### src/rtl/mc_control_unit.sv
// Multicycle control unit for the 16-bit TSC datapath.
// Steps each instruction through IF/ID/EX/MEM/WB, decodes the control word
// from the current state and IR fields, and counts retired instructions.
module mc_control_unit #(
  parameter int WORD = 16
) (
  input  logic            clk,
  input  logic            reset,
  input  logic [3:0]      opcode,
  input  logic [5:0]      func,
  input  logic            bcond,
  input  logic            mem_ready,
  output logic            pc_write,
  output logic            pc_write_cond,
  output logic [1:0]      pc_src,
  output logic            i_or_d,
  output logic            mem_read,
  output logic            mem_write,
  output logic            ir_write,
  output logic            reg_write,
  output logic [1:0]      reg_dst,
  output logic [1:0]      mem_to_reg,
  output logic            alu_src_a,
  output logic [2:0]      alu_src_b,
  output logic [3:0]      alu_func,
  output logic [1:0]      branch_type,
  output logic            output_active,
  output logic            is_halted,
  output logic [WORD-1:0] num_inst
);

  // Opcodes (IR[15:12])
  localparam logic [3:0] OP_ADI = 4'd4;
  localparam logic [3:0] OP_ORI = 4'd5;
  localparam logic [3:0] OP_LHI = 4'd6;
  localparam logic [3:0] OP_LWD = 4'd7;
  localparam logic [3:0] OP_SWD = 4'd8;
  localparam logic [3:0] OP_JMP = 4'd9;
  localparam logic [3:0] OP_JAL = 4'd10;
  localparam logic [3:0] OP_RT  = 4'd15;

  // R-type function field codes (IR[5:0]) beyond the ALU group 0-7
  localparam logic [5:0] FN_JPR = 6'd25;
  localparam logic [5:0] FN_JRL = 6'd26;
  localparam logic [5:0] FN_WWD = 6'd28;
  localparam logic [5:0] FN_HLT = 6'd29;

  // ALU function codes
  localparam logic [3:0] FUNC_ADD = 4'd0;
  localparam logic [3:0] FUNC_ORR = 4'd3;
  localparam logic [3:0] FUNC_ID1 = 4'd8;
  localparam logic [3:0] FUNC_ID2 = 4'd9;
  localparam logic [3:0] FUNC_BXX = 4'd10;

  // Mux selects
  localparam logic [1:0] PC_ALU    = 2'b00;
  localparam logic [1:0] PC_ALUOUT = 2'b01;
  localparam logic [1:0] PC_JUMP   = 2'b10;
  localparam logic [1:0] DST_RT    = 2'b00;
  localparam logic [1:0] DST_RD    = 2'b01;
  localparam logic [1:0] DST_R2    = 2'b10;
  localparam logic [1:0] WD_ALUOUT = 2'b00;
  localparam logic [1:0] WD_MDR    = 2'b01;
  localparam logic [1:0] WD_PC     = 2'b10;
  localparam logic [2:0] SRCB_REG  = 3'b000;
  localparam logic [2:0] SRCB_ONE  = 3'b001;
  localparam logic [2:0] SRCB_SEXT = 3'b010;
  localparam logic [2:0] SRCB_ZEXT = 3'b011;
  localparam logic [2:0] SRCB_HI   = 3'b100;

  typedef enum logic [2:0] {
    S_IF   = 3'd0,
    S_ID   = 3'd1,
    S_EX   = 3'd2,
    S_MEM  = 3'd3,
    S_WB   = 3'd4,
    S_HALT = 3'd5
  } state_t;

  state_t state, state_nxt;
  logic   retire;

  // Instruction class decode from the IR fields
  logic is_rtype, is_arith, is_branch, is_jpr, is_jrl, is_wwd, is_hlt;
  logic is_jump, is_legal;

  assign is_rtype  = (opcode == OP_RT);
  assign is_arith  = is_rtype && (func[5:3] == 3'b000);
  assign is_branch = (opcode[3:2] == 2'b00);
  assign is_jpr    = is_rtype && (func == FN_JPR);
  assign is_jrl    = is_rtype && (func == FN_JRL);
  assign is_wwd    = is_rtype && (func == FN_WWD);
  assign is_hlt    = is_rtype && (func == FN_HLT);
  assign is_jump   = (opcode == OP_JMP) || (opcode == OP_JAL);
  assign is_legal  = (opcode <= OP_JAL) ||
                     (is_arith || is_jpr || is_jrl || is_wwd || is_hlt);

  // bcond gates the PC load inside the datapath via pc_write_cond; the FSM
  // itself never branches on it.
  logic unused_bcond;
  assign unused_bcond = bcond;

  // State register and retired-instruction counter
  always_ff @(posedge clk) begin
    if (reset) begin
      state    <= S_IF;
      num_inst <= '0;
    end else begin
      state <= state_nxt;
      if (retire) num_inst <= num_inst + WORD'(1);
    end
  end

  // Next-state selection; retire marks the final cycle of an instruction
  always_comb begin
    state_nxt = state;
    retire    = 1'b0;
    case (state)
      S_IF: begin
        if (mem_ready) state_nxt = S_ID;
      end
      S_ID: begin
        if (is_jump || !is_legal) begin
          state_nxt = S_IF;
          retire    = 1'b1;
        end else if (is_hlt) begin
          state_nxt = S_HALT;
          retire    = 1'b1;
        end else begin
          state_nxt = S_EX;
        end
      end
      S_EX: begin
        if (is_branch || is_jpr || is_jrl || is_wwd) begin
          state_nxt = S_IF;
          retire    = 1'b1;
        end else if ((opcode == OP_LWD) || (opcode == OP_SWD)) begin
          state_nxt = S_MEM;
        end else begin
          state_nxt = S_WB;
        end
      end
      S_MEM: begin
        if (mem_ready) begin
          if (opcode == OP_SWD) begin
            state_nxt = S_IF;
            retire    = 1'b1;
          end else begin
            state_nxt = S_WB;
          end
        end
      end
      S_WB: begin
        state_nxt = S_IF;
        retire    = 1'b1;
      end
      S_HALT: state_nxt = S_HALT;
      default: state_nxt = S_IF;
    endcase
  end

  // Control word decode; everything is held low while reset is asserted
  always_comb begin
    pc_write      = 1'b0;
    pc_write_cond = 1'b0;
    pc_src        = PC_ALU;
    i_or_d        = 1'b0;
    mem_read      = 1'b0;
    mem_write     = 1'b0;
    ir_write      = 1'b0;
    reg_write     = 1'b0;
    reg_dst       = DST_RT;
    mem_to_reg    = WD_ALUOUT;
    alu_src_a     = 1'b0;
    alu_src_b     = SRCB_REG;
    alu_func      = FUNC_ADD;
    branch_type   = 2'b00;
    output_active = 1'b0;
    is_halted     = 1'b0;
    if (!reset) begin
      case (state)
        S_IF: begin
          mem_read = 1'b1;
          i_or_d   = 1'b0;
          if (mem_ready) begin
            ir_write  = 1'b1;
            pc_write  = 1'b1;
            pc_src    = PC_ALU;
            alu_src_a = 1'b0;
            alu_src_b = SRCB_ONE;
            alu_func  = FUNC_ADD;
          end
        end
        S_ID: begin
          // PC + sext(imm8) lands in ALUOut as the branch target
          alu_src_a = 1'b0;
          alu_src_b = SRCB_SEXT;
          alu_func  = FUNC_ADD;
          if (is_jump) begin
            pc_write = 1'b1;
            pc_src   = PC_JUMP;
          end
          if (opcode == OP_JAL) begin
            reg_write  = 1'b1;
            reg_dst    = DST_R2;
            mem_to_reg = WD_PC;
          end
        end
        S_EX: begin
          alu_src_a = 1'b1;
          if (is_arith) begin
            alu_src_b = SRCB_REG;
            alu_func  = func[3:0];
          end else if (is_branch) begin
            alu_src_b     = SRCB_REG;
            alu_func      = FUNC_BXX;
            branch_type   = opcode[1:0];
            pc_write_cond = 1'b1;
            pc_src        = PC_ALUOUT;
          end else if (is_jpr || is_jrl) begin
            alu_func = FUNC_ID1;
            pc_write = 1'b1;
            pc_src   = PC_ALU;
            if (is_jrl) begin
              reg_write  = 1'b1;
              reg_dst    = DST_R2;
              mem_to_reg = WD_PC;
            end
          end else if (is_wwd) begin
            alu_func      = FUNC_ID1;
            output_active = 1'b1;
          end else if (opcode == OP_ORI) begin
            alu_src_b = SRCB_ZEXT;
            alu_func  = FUNC_ORR;
          end else if (opcode == OP_LHI) begin
            alu_src_b = SRCB_HI;
            alu_func  = FUNC_ID2;
          end else begin
            // ADI, LWD, SWD: regA + sext(imm8)
            alu_src_b = SRCB_SEXT;
            alu_func  = FUNC_ADD;
          end
        end
        S_MEM: begin
          i_or_d    = 1'b1;
          mem_read  = (opcode == OP_LWD);
          mem_write = (opcode == OP_SWD);
        end
        S_WB: begin
          reg_write = 1'b1;
          if (opcode == OP_LWD) begin
            reg_dst    = DST_RT;
            mem_to_reg = WD_MDR;
          end else if (is_rtype) begin
            reg_dst    = DST_RD;
            mem_to_reg = WD_ALUOUT;
          end else begin
            reg_dst    = DST_RT;
            mem_to_reg = WD_ALUOUT;
          end
        end
        S_HALT: is_halted = 1'b1;
        default: ;
      endcase
    end
  end

endmodule

### config.mk
export PLATFORM = sky130hd
export DESIGN_NAME = mc_control_unit
export DESIGN_NICKNAME = d
export VERILOG_FILES = /design/src/rtl/mc_control_unit.sv
export SDC_FILE = /design/constraint.sdc
export NUM_CORES = 1
export LEC_CHECK = 0
export ABC_AREA = 1
export BUFFER_PORTS_ARGS = -buffer_cell sky130_fd_sc_hd__clkbuf_2
export CORE_AREA = 2 2 63 65
export CTS_CLUSTER_SIZE = 25
export DETAILED_ROUTE_END_ITERATION = 12
export DIE_AREA = 0 0 65 67
export PLACE_DENSITY = 0.83
export SLEW_MARGIN = 20
export SYNTH_ARGS = -nofsm -noshare
export SYNTH_HDL_FRONTEND = slang
export SYNTH_SLANG_ARGS = --single-unit
### constraint.sdc
create_clock -name clk -period 1.35 [get_ports clk]
set_input_delay 0.0675 -clock clk [delete_from_list [all_inputs] [get_ports clk]]
set_output_delay 0.0675 -clock clk [all_outputs]
set_load 0.02 [all_outputs]
==> flow_summary.ini <==
[finish]
utilization_pct = 80.88
layout-drive-gt1-share_pct = 55.31
num_antenna_cells = 0
syn_to_final_growth_pct = 83.69
nets = 374
design_area_sq_um = 2917
final_common_cell = buf_4
layout.cells.non_filler = 406
layout_common_cells = 43 x buf_4, 38 x nand2_1, 32 x inv_1

[synth]
synth_warnings = 0
synthMuxAreaShare_pct = 0
synth_top_family_by_area = simple AND/OR/NAND/NOR gates
synth_area_leaders = dfxtp_1 24%, nand2_1 13%, inv_1 9.2%
synthCells = 261
synth_simple_gate_area_share_pct = 42.32
ys_seq_elements = 19
avgSynthCellArea_sq_um = 6.083
seq_area_frac_synth_pct = 23.96
ys_types = 30
synth_top_area_share_pct = 23.96
syn-num-nets = 276
syn_area_sq_um = 1588
yosys.area_share.adder_pct = 0.7880
synth_top_area_cell = dfxtp_1
synth_xor_xnor_area_share_pct = 7.723
synth_compound_area_share_pct = 12.92

[routing]
vias_per_cell = 6.133
routed-via-count = 2490
drt_first_pass_iters = 6
drc = 0
avgRoutedWirePerCell_microns = 18.73
drt_iter0_markers = 412
routed_wl_microns = 7603
ant_nets = 0

[place]
portBuffers = 53
routabilityCongestion = 0.9261
hpwl_microns = 3894
place_area_sq_um = 2311
placedCellCount = 392

[timing]
period_share_pct = 127.5
postLayoutSetupSlackWorst_ns = -0.3719
max_freq_mhz = 580.7
rsz0062_at_grt = yes
fin_crit_ns = 1.722
setup_viol = 42
hold_viol = 0
clock_skew_ns = 0.001982
tightest_slew_ns = 0.4955
max_slew_margin_pct = 66.71
drv_slew = 0

[clocking]
cts-buffers-inserted = 3
clockRootBuffer = clkbuf_8
cts_tree = yes
hold_buffers = 0
clk_latency_ns = 0.27
h-tree-depth = 1
clock_path_buffers = 2
cts.clk_slew.worst_paths_ns = 0.07
clock_sinks = 19

[power_and_ir_drop]
cellLeakagePower_nw = 1.229
vdd_drop_max_mv = 0.8033
p_total_mw = 1.569
p_per_area_nw_per_um2 = 538.0

[run_status]
violations = setup timing
status = finished with violations

[setup_path]
cp-end-kind = primary output
arrival_ns = 1.65
start_kind = flop
reg2reg_depth = 6
crit_path_max_fanout = 4
crit_type = reg2out
cp.required_ns = 1.28

[global_routing]
grt_pass1_vias = 2027
grt_start_max_net_pins = 17
grt_pass1_wl_microns = 9259
grt.total_usage_pct = 27.32
gr-total-overflow = 0
antenna_found_initial = 0

[die]
coreArea_sq_um = 3606
die_h_microns = 67
die-area_sq_um = 4355
die_w_microns = 65
num_rows = 22
io_pins = 55
start_util_pct = 44.03

[hold_path]
min_path_type = in2reg
min_path_cells = 4

[job]
cap_violations = 0
critical path, stage by stage, from the launching register on:
cell      delay, ns
dfxtp_4        0.37
nor3_4         0.21
inv_2          0.08
nor2_4         0.20
nand2_4        0.10
buf_12         0.14
nor3_4         0.11
clkbuf_8       0.17
state kept, by name, summed over array words and instances (netlist names):
register  count
num_inst     16
state         3
path summary, 6_finish.rpt:
path	endpoint	slack [ns]	from
hold reg to reg	num_inst[14]	0.53	num_inst[14]
setup reg to reg	num_inst[15]	-0.31	num_inst[1]
setup / recovery	branch_type[0]	-0.37	state[0]
hold / removal	state[0]	0.26	mem_ready
synth_stat cells, drive strengths merged:
master / number
a31oi: 3
xnor2: 5
o21ai: 4
nand3b: 1
xor2: 9
o32ai: 1
ha: 1
o21bai: 1
nand3: 29
a21oi: 25
nand4: 6
clkbuf: 2
o31ai: 1
inv: 39
o22ai: 1
nor3: 17
dfxtp: 19
nand2: 57
buf: 5
nor2: 35
layout make-up:
class	instances	area [sq um]
multi-input cells	197	1488
repair buffers	99	774.5
fillers	181	689.4
flip-flops and latches	19	399.1
inverters	39	148.9
well taps	48	60.06
clock buffers	3	41.29
clock inverters	1	5.005
layer usage:
| layer | routed length (microns) | global-route usage (%) | vias up | share of wire [%] |
|---|---|---|---|---|
| met1 | 2764 | 31.93 | 1143 | 36 |
| met5 | 0 | 0 | - | 0 |
| li1 | - | - | 1048 | - |
| met4 | 383 | 9.309 | 0 | 5.0 |
| met3 | 827 | 4.899 | 60 | 11 |
| met2 | 3628 | 49.87 | 239 | 48 |
through the flow:
stage               hold WS (ns)  worst slack, ns  setup TNS (ns)
floorplan                 0.1825          -0.1436         -0.9968
global placement          0.4157        -0.005687       -0.005687
detailed placement        0.4157         -0.07399         -0.6364
CTS                       0.1536          -0.3058          -5.354
global route              0.2830          -0.4367          -12.00
finish                    0.2636          -0.3719          -9.749
kinds of logic (layout without fill, tap and decap cells):
logic type      count (synthesis)  in the layout
simple gates                  145            146
buf+inv                        46            142
compound gates                 36             36
flops                          19             19
xor+xnor                       14             14
fa+ha+maj                       1              1
power breakdown:
part	internal, mW	switching [mW]
combinational	0.213	0.352
sequential	0.571	0.0181
clock	0.206	0.209
total	0.990	0.579
repair_timing:
item | 4_1_cts | 5_1_grt
setup endpoints to repair | 41 | 44
buffers inserted | 2 | 8
gates cloned | 1 | 0
pin swaps | 23 | 15
gates resized for setup | 54 | 87
Power figures use the tool's default switching activity.
